--- src/rtl/sc_schedule_controller_if.sv ---
// Schedule interface between the SC decoder sequencer and its consumers
// (partial-sums distributor, PE array and LLR-memory control).
//
// Parameters
//   n  log2 code length N
//   p  log2 PE count P
//
// Signals
//   en            start request
//   hold          stall from LLR memory
//   decoder_busy  codeword in progress
//   bit_index     current decoded bit i
//   stage_index   current stage s (n-1 = channel side, 0 = decision side)
//   exe_index     execution slice within stage s
//   fg_sel        0 = f function, 1 = g function
//   pe_valid      step on the outputs is valid this cycle
//   done          one-cycle pulse when the codeword is finished
//
// Modports
//   master  the sequencer: takes en/hold, drives the schedule
//   slave   the consumer side
interface sc_schedule_controller_if #(
    parameter int n = 3,
    parameter int p = 1
) ();
    localparam int SW = $clog2(n);
    localparam int EW = n - p;

    logic          en;
    logic          hold;
    logic          decoder_busy;
    logic [n-1:0]  bit_index;
    logic [SW-1:0] stage_index;
    logic [EW-1:0] exe_index;
    logic          fg_sel;
    logic          pe_valid;
    logic          done;

    modport master (
        input  en, hold,
        output decoder_busy, bit_index, stage_index, exe_index, fg_sel, pe_valid, done
    );

    modport slave (
        output en, hold,
        input  decoder_busy, bit_index, stage_index, exe_index, fg_sel, pe_valid, done
    );
endinterface

--- src/rtl/sc_schedule_controller.sv ---
// Sequencer of the semi-parallel SC decoder. Walks a codeword through bits
// 0..N-1 and, for every bit, issues the stage/execution steps for the 2**p
// PE array. All outputs are registered.
//
// Ports
//   clk    clock, rising edge
//   rst_n  asynchronous active-low reset
//   sif    schedule interface (master modport): en/hold in, schedule out
//
// state | meaning
// ------+---------------------------------------------------------------
// IDLE  | waiting for en; schedule parked at (0, n-1, 0)
// RUN   | one step per cycle while hold is low; hold freezes the step
// DONE  | one-cycle done pulse, then back to IDLE
module sc_schedule_controller #(
    parameter int n = 3,
    parameter int p = 1
) (
    input  logic                     clk,
    input  logic                     rst_n,
    sc_schedule_controller_if.master sif
);
    localparam int SW = $clog2(n);
    localparam int EW = n - p;

    localparam logic [SW-1:0] STAGE_TOP = SW'(n - 1);
    localparam logic [n-1:0]  BIT_LAST  = '1;

    typedef enum logic [1:0] {
        ST_IDLE,
        ST_RUN,
        ST_DONE
    } state_t;

    state_t        state_q, state_d;
    logic [n-1:0]  bit_q, bit_d;
    logic [SW-1:0] stage_q, stage_d;
    logic [EW-1:0] exe_q, exe_d;
    logic          busy_q, busy_d;
    logic          fg_q, fg_d;
    logic          valid_q, valid_d;
    logic          done_q, done_d;

    // Start stage of a new bit: trailing-zero count of its index.
    function automatic logic [SW-1:0] ctz(input logic [n-1:0] v);
        logic [SW-1:0] r;
        r = '0;
        for (int i = n - 1; i >= 0; i--) begin
            if (v[i]) r = SW'(i);
        end
        return r;
    endfunction

    // Last execution slice of stage s: E(s)-1.
    function automatic logic [EW-1:0] exe_last(input logic [SW-1:0] s);
        if (int'(s) >= p) return EW'((1 << (int'(s) - p)) - 1);
        return '0;
    endfunction

    always_ff @(posedge clk or negedge rst_n) begin
        if (!rst_n) begin
            state_q <= ST_IDLE;
            bit_q   <= '0;
            stage_q <= STAGE_TOP;
            exe_q   <= '0;
            busy_q  <= 1'b0;
            fg_q    <= 1'b0;
            valid_q <= 1'b0;
            done_q  <= 1'b0;
        end else begin
            state_q <= state_d;
            bit_q   <= bit_d;
            stage_q <= stage_d;
            exe_q   <= exe_d;
            busy_q  <= busy_d;
            fg_q    <= fg_d;
            valid_q <= valid_d;
            done_q  <= done_d;
        end
    end

    always_comb begin
        state_d = state_q;
        bit_d   = bit_q;
        stage_d = stage_q;
        exe_d   = exe_q;
        busy_d  = busy_q;
        valid_d = 1'b0;
        done_d  = 1'b0;

        case (state_q)
            ST_IDLE: begin
                if (sif.en) begin
                    state_d = ST_RUN;
                    bit_d   = '0;
                    stage_d = STAGE_TOP;
                    exe_d   = '0;
                    busy_d  = 1'b1;
                    valid_d = 1'b1;
                end
            end
            ST_RUN: begin
                if (sif.hold) begin
                    valid_d = 1'b0;
                end else if (!valid_q) begin
                    // Coming out of a stall: reissue the frozen step unchanged.
                    valid_d = 1'b1;
                end else if (exe_q != exe_last(stage_q)) begin
                    exe_d   = exe_q + 1'b1;
                    valid_d = 1'b1;
                end else if (stage_q != '0) begin
                    stage_d = stage_q - 1'b1;
                    exe_d   = '0;
                    valid_d = 1'b1;
                end else if (bit_q == BIT_LAST) begin
                    state_d = ST_DONE;
                    busy_d  = 1'b0;
                    done_d  = 1'b1;
                end else begin
                    bit_d   = bit_q + 1'b1;
                    stage_d = ctz(bit_q + 1'b1);
                    exe_d   = '0;
                    valid_d = 1'b1;
                end
            end
            ST_DONE: begin
                state_d = ST_IDLE;
                bit_d   = '0;
                stage_d = STAGE_TOP;
                exe_d   = '0;
            end
            default: begin
                state_d = ST_IDLE;
                busy_d  = 1'b0;
            end
        endcase

        fg_d = bit_d[stage_d];
    end

    assign sif.decoder_busy = busy_q;
    assign sif.bit_index    = bit_q;
    assign sif.stage_index  = stage_q;
    assign sif.exe_index    = exe_q;
    assign sif.fg_sel       = fg_q;
    assign sif.pe_valid     = valid_q;
    assign sif.done         = done_q;
endmodule

--- src/flat_wrapper.sv ---
// flat-port wrapper written by rule: the top's interface ports become plain ports
module sc_schedule_controller_flat 
#(
    parameter int n = 3,
    parameter int p = 1
)
  (clk, rst_n, sif_en, sif_hold, sif_decoder_busy, sif_bit_index, sif_stage_index, sif_exe_index, sif_fg_sel, sif_pe_valid, sif_done);
  sc_schedule_controller_if #(.n(n), .p(p)) sif_i ();
  input  logic clk;
  input  logic rst_n;
  input wire logic [$bits(sif_i.en)-1:0] sif_en;
  input wire logic [$bits(sif_i.hold)-1:0] sif_hold;
  output wire logic [$bits(sif_i.decoder_busy)-1:0] sif_decoder_busy;
  output wire logic [$bits(sif_i.bit_index)-1:0] sif_bit_index;
  output wire logic [$bits(sif_i.stage_index)-1:0] sif_stage_index;
  output wire logic [$bits(sif_i.exe_index)-1:0] sif_exe_index;
  output wire logic [$bits(sif_i.fg_sel)-1:0] sif_fg_sel;
  output wire logic [$bits(sif_i.pe_valid)-1:0] sif_pe_valid;
  output wire logic [$bits(sif_i.done)-1:0] sif_done;
  assign sif_i.en = sif_en;
  assign sif_i.hold = sif_hold;
  assign sif_decoder_busy = sif_i.decoder_busy;
  assign sif_bit_index = sif_i.bit_index;
  assign sif_stage_index = sif_i.stage_index;
  assign sif_exe_index = sif_i.exe_index;
  assign sif_fg_sel = sif_i.fg_sel;
  assign sif_pe_valid = sif_i.pe_valid;
  assign sif_done = sif_i.done;
  sc_schedule_controller #(.n(n), .p(p)) u_core (.clk(clk), .rst_n(rst_n), .sif(sif_i));
endmodule
--- config.mk ---
export PLATFORM = sky130hd
export DESIGN_NAME = sc_schedule_controller_flat
export DESIGN_NICKNAME = d
export VERILOG_FILES = /design/src/rtl/sc_schedule_controller_if.sv /design/src/rtl/sc_schedule_controller.sv /design/src/flat_wrapper.sv
export SDC_FILE = /design/constraint.sdc
export NUM_CORES = 1
export LEC_CHECK = 0
export CAP_MARGIN = 20
export CORE_MARGIN = 2
export CORE_UTILIZATION = 49
export DETAILED_ROUTE_END_ITERATION = 10
export PLACE_DENSITY = 0.73
export RECOVER_POWER = 25
export SLEW_MARGIN = 20
export SYNTH_ARGS = -nofsm -noshare
export SYNTH_HDL_FRONTEND = slang
export SYNTH_SLANG_ARGS = --single-unit
--- constraint.sdc ---
create_clock -name clk -period 2.9 [get_ports clk]
set_input_delay 0.58 -clock clk [delete_from_list [all_inputs] [get_ports clk]]
set_output_delay 0.58 -clock clk [all_outputs]
set_load 0.05 [all_outputs]
**Word level (Yosys, flattened, before mapping)**

Cells that the tools add are included.

- Flip-flop bits (word level): 13
- Output and inout port bits: 11

- Reduce and logical (&&, ||, !) cells: 6
- Mux-type cells: 62
- Bitwise logic cells: 1
- Equal/unequal tests: 11
- Add/sub/neg operators: 5
- $lt $le $gt $ge: 2
- Shift operators: 1

Operators with widths:

| cell | count |
|---|---|
| $mux W2 | 26 |
| $shl A1 B32 Y2 const A | 1 |
| $mux W1 | 23 |
| $mux W3 | 6 |
| $pmux W2 S3 | 2 |
| $pmux W3 S3 | 1 |
| $ne A2 B2 Y1 const B | 4 |
| $reduce_and A7 Y1 | 1 |
| $reduce_and A6 Y1 | 1 |
| $reduce_and A5 Y1 | 1 |
| $ne A2 B1 Y1 const B | 2 |
| $ne A4 B2 Y1 const B | 1 |
| $pmux W2 S2 | 1 |
| $add A3 B1 Y3 const B | 1 |
| $eq A3 B3 Y1 const B | 1 |
| $lt A2 B3 Y1 const B | 1 |
| $pmux W1 S3 | 1 |
| $reduce_bool A3 Y1 | 1 |
| $sub A2 B1 Y3 const B | 1 |
| $add A2 B1 Y2 const B | 1 |
| $bmux W1 S2 | 1 |
| $eq A2 B1 Y1 const B | 1 |
| $eq A2 B2 Y1 const B | 1 |
| $ge A2 B1 Y1 const B | 1 |
| 7 further kinds | 7 |

**Longest topological paths before layout**

Gate-level depths: netlist (run 1).

- Depth in word-level cells: 16
- Gate-level depth with buffers: 7
- Mapped depth without buffers: 7

**Least setup slack after synthesis (run 1)**

OpenSTA, ideal clock, no wires.

- Path type: register to register
- From: register u_core.bit_q[0], in the netlist u_core.sif.bit_index[0]
- To: register u_core.fg_q, in the netlist u_core.sif.fg_sel
- Path buffers: 0
- Data arrival time: 2.311 ns
- Slack: 0.488 ns
- Cell stages (with the launch flop): 8
- Setup time: 0.101 ns
- Cells stage by stage: dfrtp_1 > ha_1 > ha_1 > nor3_1 > nand2_1 > or3_2 > a221o_1 > o32ai_1

- Longest elaborated chain between the ends: 12

RTL lines:

| element | line | text |
|---|---|---|
| start: declaration | sc_schedule_controller.sv:36 | `logic [n-1:0] bit_q, bit_d;` |
| start signal: assignment | sc_schedule_controller.sv:72 | `bit_q <= bit_d;` |
| $add A3 B1 Y3 | sc_schedule_controller.sv:120, sc_schedule_controller.sv:121 |  |
| $mux W2 (3 in series) | sc_schedule_controller.sv:49 | `if (v[i]) r = SW'(i);` |
| $mux W2 | sc_schedule_controller.sv:115 | `end else if (bit_q == BIT_LAST) begin` |
| $mux W2 | sc_schedule_controller.sv:111 | `end else if (stage_q != '0) begin` |
| $mux W2 | sc_schedule_controller.sv:108 | `end else if (exe_q != exe_last(stage_q)) begin` |
| $mux W2 | sc_schedule_controller.sv:105 | `end else if (!valid_q) begin` |
| $mux W2 | sc_schedule_controller.sv:103 | `if (sif.hold) begin` |
| $pmux W2 S3 | sc_schedule_controller.sv:91 | `case (state_q)` |
| $bmux W1 S2 (*) | sc_schedule_controller.sv:138 | `fg_d = bit_d[stage_d];` |
| $mux W1 (not written as such) (*) | sc_schedule_controller.sv:138 |  |
| via u_core.fg_d | sc_schedule_controller.sv:40 | `logic fg_q, fg_d;` |
| end signal: assignment | sc_schedule_controller.sv:76 | `fg_q <= fg_d;` |
| end: declaration | sc_schedule_controller.sv:40 |  |

The timed path passes the listed nets; every way through them passes the cells marked *. The select of a mux whose other input is x is not followed.
A chain may end at the register's enable or synchronous reset.

**Worst setup path in the final report (run 1)**

Same ends and word-level chain as after synthesis.

==> run metrics, run 1 <==
Flop pwr share 34.2%; die footprint about 1900 um2; Crit path max-delay family simple AND/OR/NAND/NOR gates; met3 wire length 96 um; WL final 1680 um; post-CTS setup buffer count 0; Setup crit start kind flip-flop; Fmax about 0.43 GHz; net switching power figure approximately 0.00046 W; Area growth syn-to-layout 22.5%; n_diodes 0; drt pass-1 iters 4; internal power approximately 0.00046 W; Cell Count Post-Placement about 110; cts bufs inserted 3; Clock Tree Buf Depth 2; most used cell, CP ha_1; switch share 49.7%; flops & latches, synth 13; Avg Vias per Cell approximately 6.1; DR iter-0 viols 18; beginning of the worst register-to-register path u_core.sif.bit_index[0]$_DFF_PN0_; Rel. slew slack around three fifths; TNS Setup 0 ns; Overflow after GRT 0; Combinational Power Share between 50% and 60%; CP required a little over 3 ns; Register-to-Register Setup Slack 0.55 ns; Final Instance Area between 900 and 1000 um2; slowest cell delay on critical path 0.46 ns; critical path's slowest cell dfrtp_1; worst path bufs/invs 0; largest net degree at the start of global routing 14; Tmin final about 2.4 ns; leading cell type in the layout, fill and taps excluded clkdlybuf4s50_1; Synthesized Nets 88; Remaining DRCs 0; hold crit path type reg2reg; crit path DAT roughly 2.5 ns; Crit Path Class reg2reg; Root Driver clkbuf_4; Netlist cell types 31; gpl congestion 0.857; CP cell instances ha_1 -> ha_1 -> nor3_1 -> nand2_1 -> or3_2 -> a221o_1 -> o32ai_1; clock slew at reported path FFs about 0.080 ns; H-tree depth 1; worst-path fanout max 7; hold_sp u_core.sif.decoder_busy$_DFFE_PN0P_; RSZ-0062 raised after global routing false; worst slew pin tran roughly 0.61 ns; HPWL after detailed placement around 1200 um; M1 WL 787 um; fin cells roughly 110; VDD IR max between 0.4 and 0.5 mV; Final Hold Fails 0; core area 1490 um2; FF-to-FF path depth 7; Clk pwr share between 10% and 20%; TritonCTS clock tree done; Clock Skew 0.00440 ns; synth warn 0; Pleak 0.398 nW; endpoints failing setup 0; Fill cells ~120; CP Depth 7; Initial Util about half; final core occ 62.7%; Slew Limit Fails 0; met2 wire len 748 um; post-synthesis cell count 80; DR WL/cell between 10 and 15 um; Die W around 43 um; Post-DRT Antenna Nets 0; register area share after synthesis between 40% and 50%; PwrDens between 900 and 1000 nW/um2; layout cells sized above 1 between 10% and 20%; initial antenna violation count 0; Synth Area per Inst roughly 9.5 um2; port bufs 14; most frequent cells in the layout clkdlybuf4s50_1 (13), dfrtp_1 (12), nor2_1 (8); global-route wire length before repair roughly 2800 um; clock sinks 13; Hold Slack between 0.5 and 0.6 ns; Nets about 110; Post-CTS Resized 0; number of max-cap violations 0; mapped cell area 762 um2; hold_buf cts 0; via count just under 700; vias in the first global route approximately 580; Clock Latency Late Sink approximately 0.29 ns; Total Routing Usage GR about 20%; Post-Place Cell Area about 910 um2; top sig layer met4; kind of end point of the critical path flip-flop; status finished clean; Die H 43.4 um; crit share post-route between 80 and 90%; Crit. Startpoint u_core.sif.bit_index[0]$_DFF_PN0_; row count 14; hold depth 2; io pins 15
==> synth_stat cells (all sizes together) <==
cell	instances	area, um2
and2b	2	15.0
o21bai	1	7.51
or3	2	13.8
a221o	1	10.0
a21oi	5	25.0
a211oi	2	15.0
nor3	4	25.0
nand3	3	15.0
o211ai	1	7.51
nor2	8	30.0
nand2	5	18.8
o21ba	1	10.0
o32ai	2	17.5
a31o	1	8.76
a21o	1	7.51
a31oi	2	12.5
buf	2	15.0
o21ai	4	20.0
xnor2	1	8.76
ha	4	50.1
nand2b	1	6.26
dfstp	1	26.3
or4	1	11.3
inv	6	22.5
nand4	2	12.5
and4bb	1	12.5
a41oi	2	17.5
mux2i	2	20.0
dfrtp	12	300
==> cells by family after synthesis <==
| family | Yosys count | share of synthesized area, % |
|---|---|---|
| xor gates and xnor gates | 1 | 1.15 |
| DFF | 13 | 42.9 |
| muxes | 2 | 2.63 |
| and+or+nand+nor | 29 | 21.0 |
| adders and majority gates | 4 | 6.57 |
| buffers and inverters | 8 | 4.93 |
| AOI/OAI and AO/OA | 23 | 20.9 |
==> flip-flops by register name, summed over array words and instances (netlist names) <==
signal	flops
u_core.state_q	2
u_core.sif.done	1
u_core.sif.decoder_busy	1
u_core.sif.stage_index	2
u_core.sif.bit_index	3
u_core.sif.exe_index	2
u_core.sif.fg_sel	1
u_core.sif.pe_valid	1
==> routing by layer <==
layer | vias to the layer above | GRT usage [%]
li1 | 327 | -
met1 | 323 | 28.0
met2 | 30 | 28.4
met3 | 5 | 5.00
met4 | 0 | 13.9
met5 | - | 0
==> power by group through the flow <==
stage,sequential [W],clock [W],combinational [W]
4_1_cts,0.000312,0.000119,0.000486
3_3_place_gp,0.000311,0,0.000477
5_1_grt,0.000324,0.000130,0.000518
6_report,0.000314,0.000117,0.000487
3_5_place_dp,0.000315,0,0.000484
2_1_floorplan,0.000450,0,0.000203
==> worst register-to-register path, stage by stage (launching register included) <==
cell	delay, ns
dfrtp_1	0.46
ha_1	0.26
ha_1	0.24
nor3_1	0.26
nand2_1	0.13
or3_2	0.44
a221o_1	0.32
o32ai_1	0.13
==> worst paths after layout <==
check	endpoint
hold / removal	u_core.sif.decoder_busy$_DFFE_PN0P_
hold reg to reg	u_core.sif.decoder_busy$_DFFE_PN0P_
max in group asynchronous	u_core.sif.bit_index[0]$_DFF_PN0_
setup reg to reg	u_core.sif.fg_sel$_DFF_PN0_
min in group asynchronous	u_core.sif.exe_index[1]$_DFFE_PN0P_
setup / recovery	u_core.sif.fg_sel$_DFF_PN0_
==> cell type report <==
| cell class | count | area, um2 | share of cell area, % |
|---|---|---|---|
| multi-input combinational | 59 | 398 | 42.6 |
| sequential | 13 | 327 | 35.0 |
| timing repair buffer | 14 | 140 | 15.0 |
| clock buffer | 4 | 26.3 | 2.82 |
| inverter | 6 | 22.5 | 2.41 |
| tap | 16 | 20.0 | 2.14 |
==> stage by stage <==
stage | power, W | setup WS (ns)
4_1_cts | 0.000918 | 0.559
2_1_floorplan | 0.000653 | 0.488
3_3_place_gp | 0.000788 | 0.475
5_1_grt | 0.000972 | 0.437
3_5_place_dp | 0.000799 | 0.406
6_report | 0.000918 | 0.547
Note: power is estimated with default switching activity, not from simulation.
==> run 2, diff against run 1 <==
==> constraint.sdc (replaced) <==
create_clock -name clk -period 2.2 [get_ports clk]
set_input_delay 0.44 -clock clk [delete_from_list [all_inputs] [get_ports clk]]
set_output_delay 0.44 -clock clk [all_outputs]
set_load 0.05 [all_outputs]
==> run 2 against run 1 <==
  * Highest routed layer unchanged
  * First-iteration DRC count is 28% lower
  * Cell count is 5.4% higher
  * Core utilization increased by 4.2 points
  * Total power grew 39%
  * Wire length increased by 7.2%
  * Clock skew rose by 0.0068 ns
  * Worst setup slack worse by 0.42 ns
  * Die area is the same
  * Hold slack worse by 0.0051 ns
  * Non-clock buffer count is 6 higher
==> run metrics, run 2 (synthesized netlist as in run 1, its figures left out) <==
status finished clean (unchanged); Pleak 0.421 nW (was 0.398 nW); Total Routing Usage GR 20.3% (was 20.5%); Root Driver clkbuf_4 (unchanged); RSZ-0062 raised after global routing false (unchanged); io pins 15 (unchanged); Area growth syn-to-layout 30.7% (was 22.5%); TritonCTS clock tree done (unchanged); cts bufs inserted 3 (unchanged); clock slew at reported path FFs 0.08 ns (about the same); core area 1490 um2 (unchanged); via count 690 (was 685); critical path's slowest cell clkdlybuf4s50_1 (was dfrtp_1); slowest cell delay on critical path 0.86 ns (was 0.46 ns); most frequent cells in the layout clkdlybuf4s50_1 (12), dfrtp_1 (10), nor2_1 (8) (was clkdlybuf4s50_1 (13), dfrtp_1 (12), nor2_1 (8)); Register-to-Register Setup Slack 0.14 ns (was 0.55 ns); r2r endpoint u_core.sif.fg_sel$_DFF_PN0_ (unchanged); initial antenna violation count 0 (unchanged); DR iter-0 viols 13 (was 18); hold_buf cts 0 (unchanged); hold depth 2 (unchanged); WL final 1800 um (was 1680 um); Crit path max-delay family buffers and inverters (was simple AND/OR/NAND/NOR gates); Worst Hold End u_core.sif.decoder_busy$_DFFE_PN0P_ (unchanged); DR WL/cell 15.2 um (was 15.0 um); hold_sp u_core.sif.decoder_busy$_DFFE_PN0P_ (unchanged); worst path bufs/invs 1 (was 0); row count 14 (unchanged); VDD IR max 0.844 mV (was 0.497 mV); Post-DRT Antenna Nets 0 (unchanged); Initial Util 51.2% (unchanged); CP required 1.76 ns (was 3.08 ns); Avg Vias per Cell 5.85 (was 6.12); crit share post-route 94.1%; crit path DAT 1.63 ns (was 2.53 ns); Multi-input gate area 415 um2 (was 398 um2); Die H 43.4 um (unchanged); Clock Latency Late Sink 0.28 ns (was 0.29 ns); leading cell type in the layout, fill and taps excluded clkdlybuf4s50_1 (unchanged); Die W 43.4 um (unchanged); TNS Setup 0 ns (unchanged); n_diodes 0 (unchanged); Remaining DRCs 0 (unchanged); endpoints failing setup 0 (unchanged); post-CTS setup buffer count 0 (unchanged); number of max-cap violations 0 (unchanged); beginning of the worst register-to-register path u_core.sif.bit_index[1]$_DFF_PN0_ (was u_core.sif.bit_index[0]$_DFF_PN0_); Final Hold Fails 0 (unchanged); Crit Path Class reg2out (was reg2reg); HPWL after detailed placement 1320 um (was 1180 um); drt pass-1 iters 4 (unchanged); Setup crit start kind flip-flop (unchanged); Slew Limit Fails 0 (unchanged); FF-to-FF path depth 7 (unchanged); worst slew pin tran 0.601 ns (was 0.613 ns); Fill cells 129 (was 124); vias in the first global route 654 (was 582); CP cell instances clkdlybuf4s50_1 (was ha_1 -> ha_1 -> nor3_1 -> nand2_1 -> or3_2 -> a221o_1 -> o32ai_1); PwrDens 1280 nW/um2 (was 983 nW/um2); largest net degree at the start of global routing 14 (unchanged); Seq. cell area 329 um2 (was 327 um2); Overflow after GRT 0 (unchanged); Hold Slack 0.564 ns (was 0.569 ns); kind of end point of the critical path output port (was flip-flop); clock sinks 13 (unchanged); final core occ 66.9% (was 62.7%); Clock Skew 0.0112 ns (was 0.00440 ns); Fmax 0.483 GHz; hold crit path type reg2reg (unchanged); port bufs 14 (unchanged); global-route wire length before repair 2900 um (was 2760 um); Rel. slew slack 59.8% (was 59.0%); Nets 111 (was 105); layout cells sized above 1 22.5% (was 10.4%); die footprint 1890 um2 (unchanged); worst-path fanout max 9 (was 7); gpl congestion 0.876 (was 0.857); Tmin final about 2.1 ns; Clock Tree Buf Depth 2 (unchanged); max reg flops 3 (unchanged); H-tree depth 1 (unchanged)
-- run 2: report_power, final --
group / switching [W] / internal [W] / leakage [nW]
Combinational: 0.000457 / 0.000272 / 0.251
Clock: 0.0000809 / 0.0000702 / 0.0150
Sequential: 0.0000890 / 0.000309 / 0.155
-- run 2: stage by stage --
| step | cell area, um2 | setup slack, ns | power [W] | cells |
|---|---|---|---|---|
| 3_5_place_dp | 960 | -0.0312 | 0.00111 | 114 |
| 3_3_place_gp | 960 | -0.00282 | 0.00109 | 114 |
| 4_1_cts | 986 | 0.128 | 0.00126 | 118 |
| 2_1_floorplan | 772 | 0.0252 | 0.000870 | 80 |
| 6_report | 996 | 0.130 | 0.00128 | 118 |
| 5_1_grt | 996 | 0.0108 | 0.00135 | 118 |
-- run 2: repair_timing --
action / 4_1_cts / 5_1_grt
endpoints found under the setup margin: 0 / 1
endpoints found under the hold margin: 0 / 0
resized for setup: 0 / 2
-- run 2: layer usage --
metal / wire length [um] / vias to the layer above / GRT usage [%] / part of all wire (%)
met5: 0 / - / 0 / 0
met1: 796 / 314 / 28.6 / 44
met3: 135 / 2 / 4.17 / 7.5
met2: 852 / 33 / 32.8 / 47
met4: 11 / 0 / 3.64 / 0.61
li1: - / 341 / - / -
-- run 2: final cells by class --
class,count,share of cell area (%)
tap,16,2.01
sequential,13,33.0
multi-input combinational,59,41.7
clock buffer,4,2.64
inverter,6,2.26
timing repair buffer,20,18.3
-- run 2: worst max path at each step --
stage	start	endpoint	slack (ns)	cells past startpoint
floorplan	u_core.sif.bit_index[0]$_DFF_PN0_	u_core.sif.fg_sel$_DFF_PN0_	0.03	7
global placement	sif_hold	u_core.sif.fg_sel$_DFF_PN0_	-0.003	6
detailed placement	sif_hold	u_core.sif.fg_sel$_DFF_PN0_	-0.03	6
CTS	u_core.sif.exe_index[0]$_DFFE_PN0P_	sif_exe_index[0]	0.13	1
global route	u_core.sif.bit_index[1]$_DFF_PN0_	u_core.sif.fg_sel$_DFF_PN0_	0.01	7
finish	u_core.sif.exe_index[0]$_DFFE_PN0P_	sif_exe_index[0]	0.13	1
==> run 3, diff against run 2 <==
--- a/config.mk
+++ b/config.mk
@@ -9,7 +9,7 @@
 export CORE_MARGIN = 2
 export CORE_UTILIZATION = 49
 export DETAILED_ROUTE_END_ITERATION = 10
-export PLACE_DENSITY = 0.73
+export PLACE_DENSITY = 0.87
 export RECOVER_POWER = 25
 export SLEW_MARGIN = 20
 export SYNTH_ARGS = -nofsm -noshare
==> run 3 against run 2 <==
  * Final area is 1.0% lower
  * Via count up 2.6%
  * Core utilization is 0.67 points lower
  * Sequential share of layout area increased by 0.34 points
  * Fmax shrank 0.70%
  * Count of clock-buffer cells in the layout did not move
  * Wire length decreased by 3.7%
  * Worst setup slack got worse by 0.015 ns
  * Non-clock buffer count is the same
  * Cell count stayed put
  * Largest cell class unchanged
  * Largest power group unchanged
==> run metrics, run 3 (synthesized netlist as in run 1, its figures left out) <==
DR iter-0 viols 11 (was 13); Pleak 0.423 nW (was 0.421 nW); leading cell type in the layout, fill and taps excluded clkdlybuf4s50_1 (unchanged); io pins 15 (unchanged); hold_buf cts 0 (unchanged); Post-DRT Antenna Nets 0 (unchanged); row count 14 (unchanged); Slew Limit Fails 0 (unchanged); Clock Skew 0.000563 ns (was 0.0112 ns); most frequent cells in the layout clkdlybuf4s50_1 (12), dfrtp_1 (10), nor2_1 (8) (unchanged); kind of end point of the critical path output port (unchanged); Initial Util 51.2% (unchanged); Clk pwr share 12.1% (was 11.8%); Die H 43.4 um (unchanged); worst-path fanout max 9 (unchanged); Setup crit start kind flip-flop (unchanged); switch share 48.4% (was 49.0%); Cell Count Post-Placement 114 (unchanged); Register-to-Register Setup Slack 0.13 ns (was 0.14 ns); TNS Setup 0 ns (unchanged); max reg flops 3 (unchanged); clock sinks 13 (unchanged); largest net degree at the start of global routing 14 (unchanged); critical path's slowest cell clkdlybuf4s50_1 (unchanged); r2r endpoint u_core.sif.fg_sel$_DFF_PN0_ (unchanged); core area 1490 um2 (unchanged); crit share post-route 94.7% (was 94.1%); Avg Vias per Cell 6.00 (was 5.85); Final Hold Fails 0 (unchanged); beginning of the worst register-to-register path u_core.sif.bit_index[1]$_DFF_PN0_ (unchanged); Remaining DRCs 0 (unchanged); Total Routing Usage GR 22.8% (was 20.3%); cts bufs inserted 3 (unchanged); RSZ-0062 raised after global routing false (unchanged); DR WL/cell 14.7 um (was 15.2 um); Area growth syn-to-layout 29.4% (was 30.7%); Fmax 0.480 GHz (was 0.483 GHz); global-route wire length before repair 3070 um (was 2900 um); status finished clean (unchanged); Rel. slew slack 61.2% (was 59.8%); Overflow after GRT 0 (unchanged); Crit Path Class reg2out (unchanged); crit path DAT 1.64 ns (was 1.63 ns); fin cells 118 (unchanged); Flop pwr share 31.9% (was 31.2%); FF-to-FF path depth 7 (unchanged); worst path bufs/invs 1 (unchanged); Crit path max-delay family buffers and inverters (unchanged); hold crit path type in2async (was reg2reg); vias in the first global route 712 (was 654); gpl congestion 0.893 (was 0.876); PwrDens 1250 nW/um2 (was 1280 nW/um2); Tmin final 2.08 ns (was 2.07 ns); TritonCTS clock tree done (unchanged); drt pass-1 iters 4 (unchanged); CP required 1.76 ns (about the same); H-tree depth 1 (unchanged); Die W 43.4 um (unchanged); port bufs 14 (unchanged); Post-CTS Resized 0 (unchanged); via count 708 (was 690); initial antenna violation count 0 (unchanged); number of max-cap violations 0 (unchanged); clock slew at reported path FFs 0.08 ns (about the same); post-CTS setup buffer count 0 (unchanged); HPWL after detailed placement 1320 um (about the same); n_diodes 0 (unchanged); Clock Latency Late Sink 0.28 ns (about the same); CP cell instances clkdlybuf4s50_1 (unchanged); endpoints failing setup 0 (unchanged); Root Driver clkbuf_4 (unchanged); worst slew pin tran 0.581 ns (was 0.601 ns); WL final 1730 um (was 1800 um); Final Instance Area 986 um2 (was 996 um2); Clock Tree Buf Depth 2 (unchanged); Combinational Power Share 56.0% (was 57.0%); Post-Place Cell Area 960 um2 (unchanged); slowest cell delay on critical path 0.86 ns (about the same); layout cells sized above 1 20.6% (was 22.5%); net switching power figure 0.000599 W (was 0.000627 W); VDD IR max 0.702 mV (was 0.844 mV); die footprint 1890 um2 (unchanged); Nets 111 (unchanged); internal power 0.000638 W (was 0.000651 W)
## run 3: cell counts in the layout (fill, tap and decap cells not counted)
Identical to the previous run, type by type.
## run 3: worst max path at each step
stage / from / endpoint / slack, ns / cells past startpoint
floorplan: u_core.sif.bit_index[0]$_DFF_PN0_ / u_core.sif.fg_sel$_DFF_PN0_ / 0.03 / 7
global route: u_core.sif.bit_index[1]$_DFF_PN0_ / u_core.sif.fg_sel$_DFF_PN0_ / 0.04 / 7
global placement: sif_hold / u_core.sif.fg_sel$_DFF_PN0_ / 0.0005 / 6
detailed placement: sif_hold / u_core.sif.fg_sel$_DFF_PN0_ / -0.04 / 6
CTS: u_core.sif.exe_index[0]$_DFFE_PN0P_ / sif_exe_index[0] / 0.11 / 1
finish: u_core.sif.exe_index[0]$_DFFE_PN0P_ / sif_exe_index[0] / 0.12 / 1
## run 3: power groups by stage
| stage | sequential [W] | clock (W) | combinational, W |
|---|---|---|---|
| finish | 0.000394 | 0.000150 | 0.000693 |
| global route | 0.000410 | 0.000167 | 0.000746 |
| CTS | 0.000396 | 0.000153 | 0.000697 |
| detailed placement | 0.000400 | 0 | 0.000695 |
| global placement | 0.000395 | 0 | 0.000683 |
| floorplan | 0.000597 | 0 | 0.000272 |
## run 3: metrics by stage
step / power [W] / hold WS [ns] / worst slack [ns] / utilization (%)
floorplan: 0.000870 / 0.144 / 0.0252 / -
global placement: 0.00108 / 0.549 / 0.000496 / 64.5
detailed placement: 0.00110 / 0.537 / -0.0370 / 64.5
CTS: 0.00125 / 0.548 / 0.110 / 66.2
global route: 0.00132 / 0.609 / 0.0413 / 66.2
finish: 0.00124 / 0.589 / 0.116 / 66.2
## run 3: cell type report
| type | count | area (um2) |
|---|---|---|
| repair buffers | 20 | 183 |
| fillers | 114 | 503 |
| well taps | 16 | 20.0 |
| inverters | 6 | 22.5 |
| multi-input cells | 59 | 405 |
| clock buffers | 4 | 26.3 |
| flip-flops and latches | 13 | 329 |
## run 3: routing by layer
| layer | track usage [%] | share of wire, % |
|---|---|---|
| met1 | 27.9 | 43 |
| met2 | 34.9 | 49 |
| met3 | 6.25 | 4.8 |
| met4 | 15.2 | 3.1 |
| met5 | 0 | 0 |
